`src/rtl/rob_alloc_ctrl_pkg.sv`:
```
// Shared ROB sizing constants and pointer types for the rename/ROB slice.
package rob_alloc_ctrl_pkg;

    localparam int unsigned ISSUE_WIDTH_MAX = 2;
    localparam int unsigned ROB_MAX_RETIRE  = 2;
    localparam int unsigned ROB_SIZE        = 32;
    localparam int unsigned ROB_SIZE_CLOG   = 5;

    typedef logic [ROB_SIZE_CLOG-1:0] rob_ptr_t;
    typedef logic [ROB_SIZE_CLOG:0]   rob_cnt_t;

    // Forward distance from 'from' to 'to' around the ring; relies on power-of-two size.
    function automatic rob_ptr_t rob_dist(input rob_ptr_t to, input rob_ptr_t from);
        return to - from;
    endfunction

endpackage

```
`src/rtl/rob_thermo_cnt.sv`:
```
// Population count of a valid vector plus a flag telling whether it is a
// legal thermometer code (all set bits packed from bit 0 upwards).
module rob_thermo_cnt #(
    parameter int unsigned W  = 2,
    parameter int unsigned CW = $clog2(W + 1)
) (
    input  logic [W-1:0]  vec_i,
    output logic [CW-1:0] cnt_o,
    output logic          thermo_o
);

    always_comb begin
        cnt_o    = '0;
        thermo_o = 1'b1;
        for (int unsigned i = 0; i < W; i++) begin
            cnt_o = cnt_o + CW'(vec_i[i]);
        end
        for (int unsigned i = 1; i < W; i++) begin
            if (vec_i[i] && !vec_i[i-1]) begin
                thermo_o = 1'b0;
            end
        end
    end

endmodule

```
`src/rtl/rob_alloc_ctrl.sv`:
```
// ROB allocation/pointer controller: hands out ROB ids to rename, reclaims
// them on in-order retirement and rolls the tail back on mispredict.
module rob_alloc_ctrl
    import rob_alloc_ctrl_pkg::*;
(
    input  logic                                          clk,
    input  logic                                          rst,
    input  logic [ISSUE_WIDTH_MAX-1:0]                    instr_val_id,
    input  logic [ROB_MAX_RETIRE-1:0]                     val_ret,
    input  logic                                          branch_clear_id,
    input  logic [ROB_SIZE_CLOG-1:0]                      mispredict_tag_id,
    output logic [ROB_SIZE_CLOG-1:0]                      rob_is_ptr,
    output logic [ROB_SIZE_CLOG-1:0]                      rob_ret_ptr,
    output logic [ISSUE_WIDTH_MAX-1:0][ROB_SIZE_CLOG-1:0] alloc_robid,
    output logic [ISSUE_WIDTH_MAX-1:0]                    alloc_fire,
    output logic                                          rob_full,
    output logic                                          rob_empty,
    output logic [ROB_SIZE_CLOG:0]                        rob_count,
    output logic [ROB_SIZE-1:0]                           rob_ety_val,
    output logic                                          ret_err,
    output logic                                          flush_err
);

    localparam int unsigned AW = $clog2(ISSUE_WIDTH_MAX + 1);
    localparam int unsigned RW = $clog2(ROB_MAX_RETIRE + 1);

    rob_ptr_t            tail_q, tail_d;
    rob_ptr_t            head_q, head_d;
    rob_cnt_t            count_q, count_d;
    logic [ROB_SIZE-1:0] ety_q, ety_d;
    logic                ret_err_q, ret_err_d;
    logic                flush_err_q, flush_err_d;

    logic [AW-1:0] alloc_n;
    logic          alloc_thermo_unused;
    logic [RW-1:0] ret_cnt;
    logic [RW-1:0] ret_n;
    logic          ret_thermo;
    logic          ret_ok;
    logic          alloc_en;
    logic          flush_ok;
    rob_ptr_t      grant_ptr;
    rob_cnt_t      flush_span;

    assign rob_is_ptr  = tail_q;
    assign rob_ret_ptr = head_q;
    assign rob_count   = count_q;
    assign rob_ety_val = ety_q;
    assign ret_err     = ret_err_q;
    assign flush_err   = flush_err_q;

    // Decoded from the count register alone so no input reaches rob_full.
    assign rob_full  = (rob_cnt_t'(ROB_SIZE) - count_q) < rob_cnt_t'(ISSUE_WIDTH_MAX);
    assign rob_empty = (count_q == '0);

    assign alloc_en = !rob_full && !branch_clear_id;
    assign ret_ok   = ret_thermo && (rob_cnt_t'(ret_cnt) <= count_q);
    assign ret_n    = ret_ok ? ret_cnt : '0;
    assign flush_ok = branch_clear_id && ety_q[mispredict_tag_id];

    always_comb begin
        grant_ptr   = tail_q;
        alloc_fire  = '0;
        alloc_robid = {ISSUE_WIDTH_MAX{tail_q}};
        for (int unsigned i = 0; i < ISSUE_WIDTH_MAX; i++) begin
            if (alloc_en && instr_val_id[i]) begin
                alloc_fire[i]  = 1'b1;
                alloc_robid[i] = grant_ptr;
                grant_ptr      = grant_ptr + rob_ptr_t'(1);
            end
        end
    end

    rob_thermo_cnt #(.W(ROB_MAX_RETIRE)) u_ret_cnt (
        .vec_i    (val_ret),
        .cnt_o    (ret_cnt),
        .thermo_o (ret_thermo)
    );

    rob_thermo_cnt #(.W(ISSUE_WIDTH_MAX)) u_alloc_cnt (
        .vec_i    (alloc_fire),
        .cnt_o    (alloc_n),
        .thermo_o (alloc_thermo_unused)
    );

    always_comb begin
        rob_ptr_t idx;
        rob_ptr_t off;
        idx = '0;
        off = '0;

        // tail == tag only when the ROB is full, so every other entry is younger.
        if (tail_q == mispredict_tag_id) begin
            flush_span = rob_cnt_t'(ROB_SIZE);
        end else begin
            flush_span = rob_cnt_t'(rob_dist(tail_q, mispredict_tag_id));
        end

        ety_d = ety_q;
        for (int unsigned k = 0; k < ROB_MAX_RETIRE; k++) begin
            idx = head_q + rob_ptr_t'(k);
            if (ret_ok && val_ret[k]) begin
                ety_d[idx] = 1'b0;
            end
        end
        for (int unsigned i = 0; i < ISSUE_WIDTH_MAX; i++) begin
            if (alloc_fire[i]) begin
                ety_d[alloc_robid[i]] = 1'b1;
            end
        end
        for (int unsigned j = 0; j < ROB_SIZE; j++) begin
            off = rob_dist(rob_ptr_t'(j), mispredict_tag_id);
            if (flush_ok && (off != '0) && (rob_cnt_t'(off) < flush_span)) begin
                ety_d[j] = 1'b0;
            end
        end

        if (flush_ok) begin
            tail_d  = mispredict_tag_id + rob_ptr_t'(1);
            count_d = rob_cnt_t'(rob_dist(mispredict_tag_id, head_q)) + rob_cnt_t'(1)
                      - rob_cnt_t'(ret_n);
        end else begin
            tail_d  = tail_q + rob_ptr_t'(alloc_n);
            count_d = count_q + rob_cnt_t'(alloc_n) - rob_cnt_t'(ret_n);
        end
        head_d = head_q + rob_ptr_t'(ret_n);

        ret_err_d   = ret_err_q | ~ret_ok;
        flush_err_d = flush_err_q | (branch_clear_id & ~ety_q[mispredict_tag_id]);
    end

    always_ff @(posedge clk) begin
        if (!rst) begin
            tail_q      <= '0;
            head_q      <= '0;
            count_q     <= '0;
            ety_q       <= '0;
            ret_err_q   <= 1'b0;
            flush_err_q <= 1'b0;
        end else begin
            tail_q      <= tail_d;
            head_q      <= head_d;
            count_q     <= count_d;
            ety_q       <= ety_d;
            ret_err_q   <= ret_err_d;
            flush_err_q <= flush_err_d;
        end
    end

    always_ff @(posedge clk) begin
        if (rst) begin
            assert (($countones(ety_q) == int'(count_q)) && (count_q <= rob_cnt_t'(ROB_SIZE)));
        end
    end

endmodule

```
`config.mk`:
```
export PLATFORM = sky130hd
export DESIGN_NAME = rob_alloc_ctrl
export DESIGN_NICKNAME = d
export VERILOG_FILES = /design/src/rtl/rob_alloc_ctrl_pkg.sv /design/src/rtl/rob_thermo_cnt.sv /design/src/rtl/rob_alloc_ctrl.sv
export SDC_FILE = /design/constraint.sdc
export NUM_CORES = 1
export LEC_CHECK = 0
export BUFFER_PORTS_ARGS = -buffer_cell sky130_fd_sc_hd__buf_4
export CORE_ASPECT_RATIO = 0.8
export CORE_MARGIN = 4
export CORE_UTILIZATION = 40
export DETAILED_ROUTE_END_ITERATION = 8
export REMOVE_ABC_BUFFERS = 1
export SLEW_MARGIN = 30
export SYNTH_ARGS = -nofsm -noshare
export SYNTH_HDL_FRONTEND = slang
export SYNTH_HIERARCHICAL = 1
export SYNTH_SLANG_ARGS = --single-unit
```
`constraint.sdc`:
```
create_clock -name clk -period 10.8 [get_ports clk]
set_clock_uncertainty 0.1 [all_clocks]
set_input_delay 1.08 -clock clk [delete_from_list [all_inputs] [get_ports clk]]
set_output_delay 1.08 -clock clk [all_outputs]
set_load 0.01 [all_outputs]
```
==> impl_results.md <==
- Status: complete, no violations
- CTS tree: done
- H-tree depth: 2
- IO Count: 76
- CTS clk-pin slew, worst paths: 80 ps
- Worst R2R Path Depth: 17
- HPWL after DPL: 20100 µm
- Fin crit period: ~4800 ps
- Worst slew margin relative to its limit: 0.328
- Data required, critical path: 10940 ps
- Yosys warning total: 6
- Nets: 1042
- Worst setup margin: approximately 6000 ps
- Max-cap violations: 0
- Setup crit end kind: flip-flop
- Crit Path Category: in -> reg
- Worst hold margin: 386 ps
- CTS Root Cell: clkbuf_16
- CTS Buf Count: 5
- Max-slew violations: 0
- Syn Area/Cell: 8.01 µm²
- Grt ovf: 0
- Post-Place Worst Slack: about 5400 ps
- Worst r2r src: rob_count[2]$_SDFF_PN0_
- Peak Freq: 210 MHz
- Final ANT Viol Nets: 0
- Die area: 19600 µm²
- Initial antenna violation count: 0
- Site Rows: 42
- Setup TNS: 0 ps
- Layout Cells excl Fill: about 1100
- DR vias/cell: 6.31
- Port bufs: 75
- Hold path cells: 2
- Placed cell count: 1119
- Hold Path End: ret_err$_SDFF_PN0_
- Global Route Usage Sum: 0.259
- Vias: ~7100
- Leakage: 3.48 nW
- RSZ-0062 raised after global routing: no
- Post-Syn Instances: 868
- Number of global-route vias before repair: approximately 6600
- Post-synthesis cell area: about 7000 µm²
- Area growth, synth to finish: 12.4%
- CTS Hold Bufs: 0
- Maximum VDD drop: between 100 and 150 µV
- Critical R2R Capture: rob_count[5]$_SDFF_PN0_
- Slew @ Worst Pin: 1010 ps
- Reg2Reg Setup Slack: approximately 6500 ps
- Clk sinks: 50
- Tot Pwr: around 1.3 mW
- Postcts setup bufs: 0
- Worst-path fanout max: 52
- Residual DRC count: 0
- Hold wc startpoint: ret_err$_SDFF_PN0_
- First-pass GRT wire length: 39800 µm
- Cell Pwr Density: 162 nW/µm²
- WP data arrival: 4900 ps
- Final WL: 25700 µm
- Fin crit share: 0.441
- Die width: 155 µm
- Worst hold path type: reg -> reg
- Clock latency on the worst-skew pair: 310 ps
- Post-CTS sizing: 0
- Initial Utilization: 0.413
- Inserted Diodes: 0
- Die Ht: 126 µm
- Routability cong.: just under 1
- Largest net degree at the start of global routing: 53
- CTS Buffer Depth: 2
- Layout cell share with drive strength beyond 1: 0.125
- Core area: approximately 17000 µm²
- Hold Vio Cnt, Final: 0
- Routed len/inst: 22.8 µm
- Initial drt markers: just under 700
- CP Launch Type: input pin
- Final setup fails: 0
- Drt first pass iters: 8
## layout make-up
class / instances / area [µm²]
multi-input combinational: 688 / 5460
fill: 1697 / 9000
inverter: 81 / 304
tap: 220 / 275
clock buffer: 5 / 125
sequential: 50 / 1000
timing repair buffer: 80 / 601
clock inverter: 3 / 43.8
## worst max-delay path by stage
stage,startpoint,to,slack [ps],depth (start not counted)
2_1_floorplan,val_ret[0],rob_count[5]$_SDFF_PN0_,5760,15
3_3_place_gp,mispredict_tag_id[3],rob_ety_val[0]$_SDFF_PP0_,5510,11
3_5_place_dp,mispredict_tag_id[3],rob_ety_val[4]$_SDFF_PP0_,5380,12
4_1_cts,mispredict_tag_id[3],rob_ety_val[4]$_SDFF_PP0_,5690,12
5_1_grt,mispredict_tag_id[3],rob_ety_val[24]$_SDFF_PP0_,5750,12
6_report,mispredict_tag_id[3],rob_ety_val[24]$_SDFF_PP0_,6040,12
## sequential cells by signal, summed over array words and instances, names as in the netlist
register     count
flush_err        1
rob_count        6
rob_ret_ptr      5
rob_is_ptr       5
ret_err          1
rob_ety_val     32
## metal layers
metal / track usage / routed length, µm / vias to the layer above
met5: 0 / 0 / -
met4: 0.0510 / 454 / 0
met3: 0.0494 / 2410 / 40
met2: 0.353 / 10200 / 374
met1: 0.416 / 12600 / 3398
li1: - / - / 3302
## through the flow
stage | cell area (µm²) | utilization
after floorplan | 6720 | -
after global placement | 7630 | 0.454
after detailed placement | 7630 | 0.454
after CTS | 7800 | 0.464
after global routing | 7810 | 0.465
final | 7810 | 0.465
## power by group
group	internal [mW]	switching, mW	leakage, nW
clock network	0.110	0.0827	0.0842
logic	0.332	0.490	2.99
registers	0.205	0.0475	0.407
total	0.647	0.620	3.48
## layout by cell type (no fill, tap or decap), drive strengths merged, types with 15 or more instances in the layout
cell	count
a211oi	19
a21o	16
a21oi	38
a311oi	16
buf	80
dfxtp	50
ha	117
inv	78
mux2i	22
nand2	61
nand3	35
nor2	44
nor3	21
o21ai	37
o221ai	17
xnor2	35
xor2	15
## critical path, stage by stage
cell	delay, ps
buf_4	220
clkinv_1	390
ha_1	480
nand4_1	150
or2_4	530
nand2_1	640
ha_1	520
nor2_1	40
a211oi_1	350
a221o_1	210
o21ai_0	100
a31oi_1	160
Note: power is estimated with default switching activity, not from simulation.
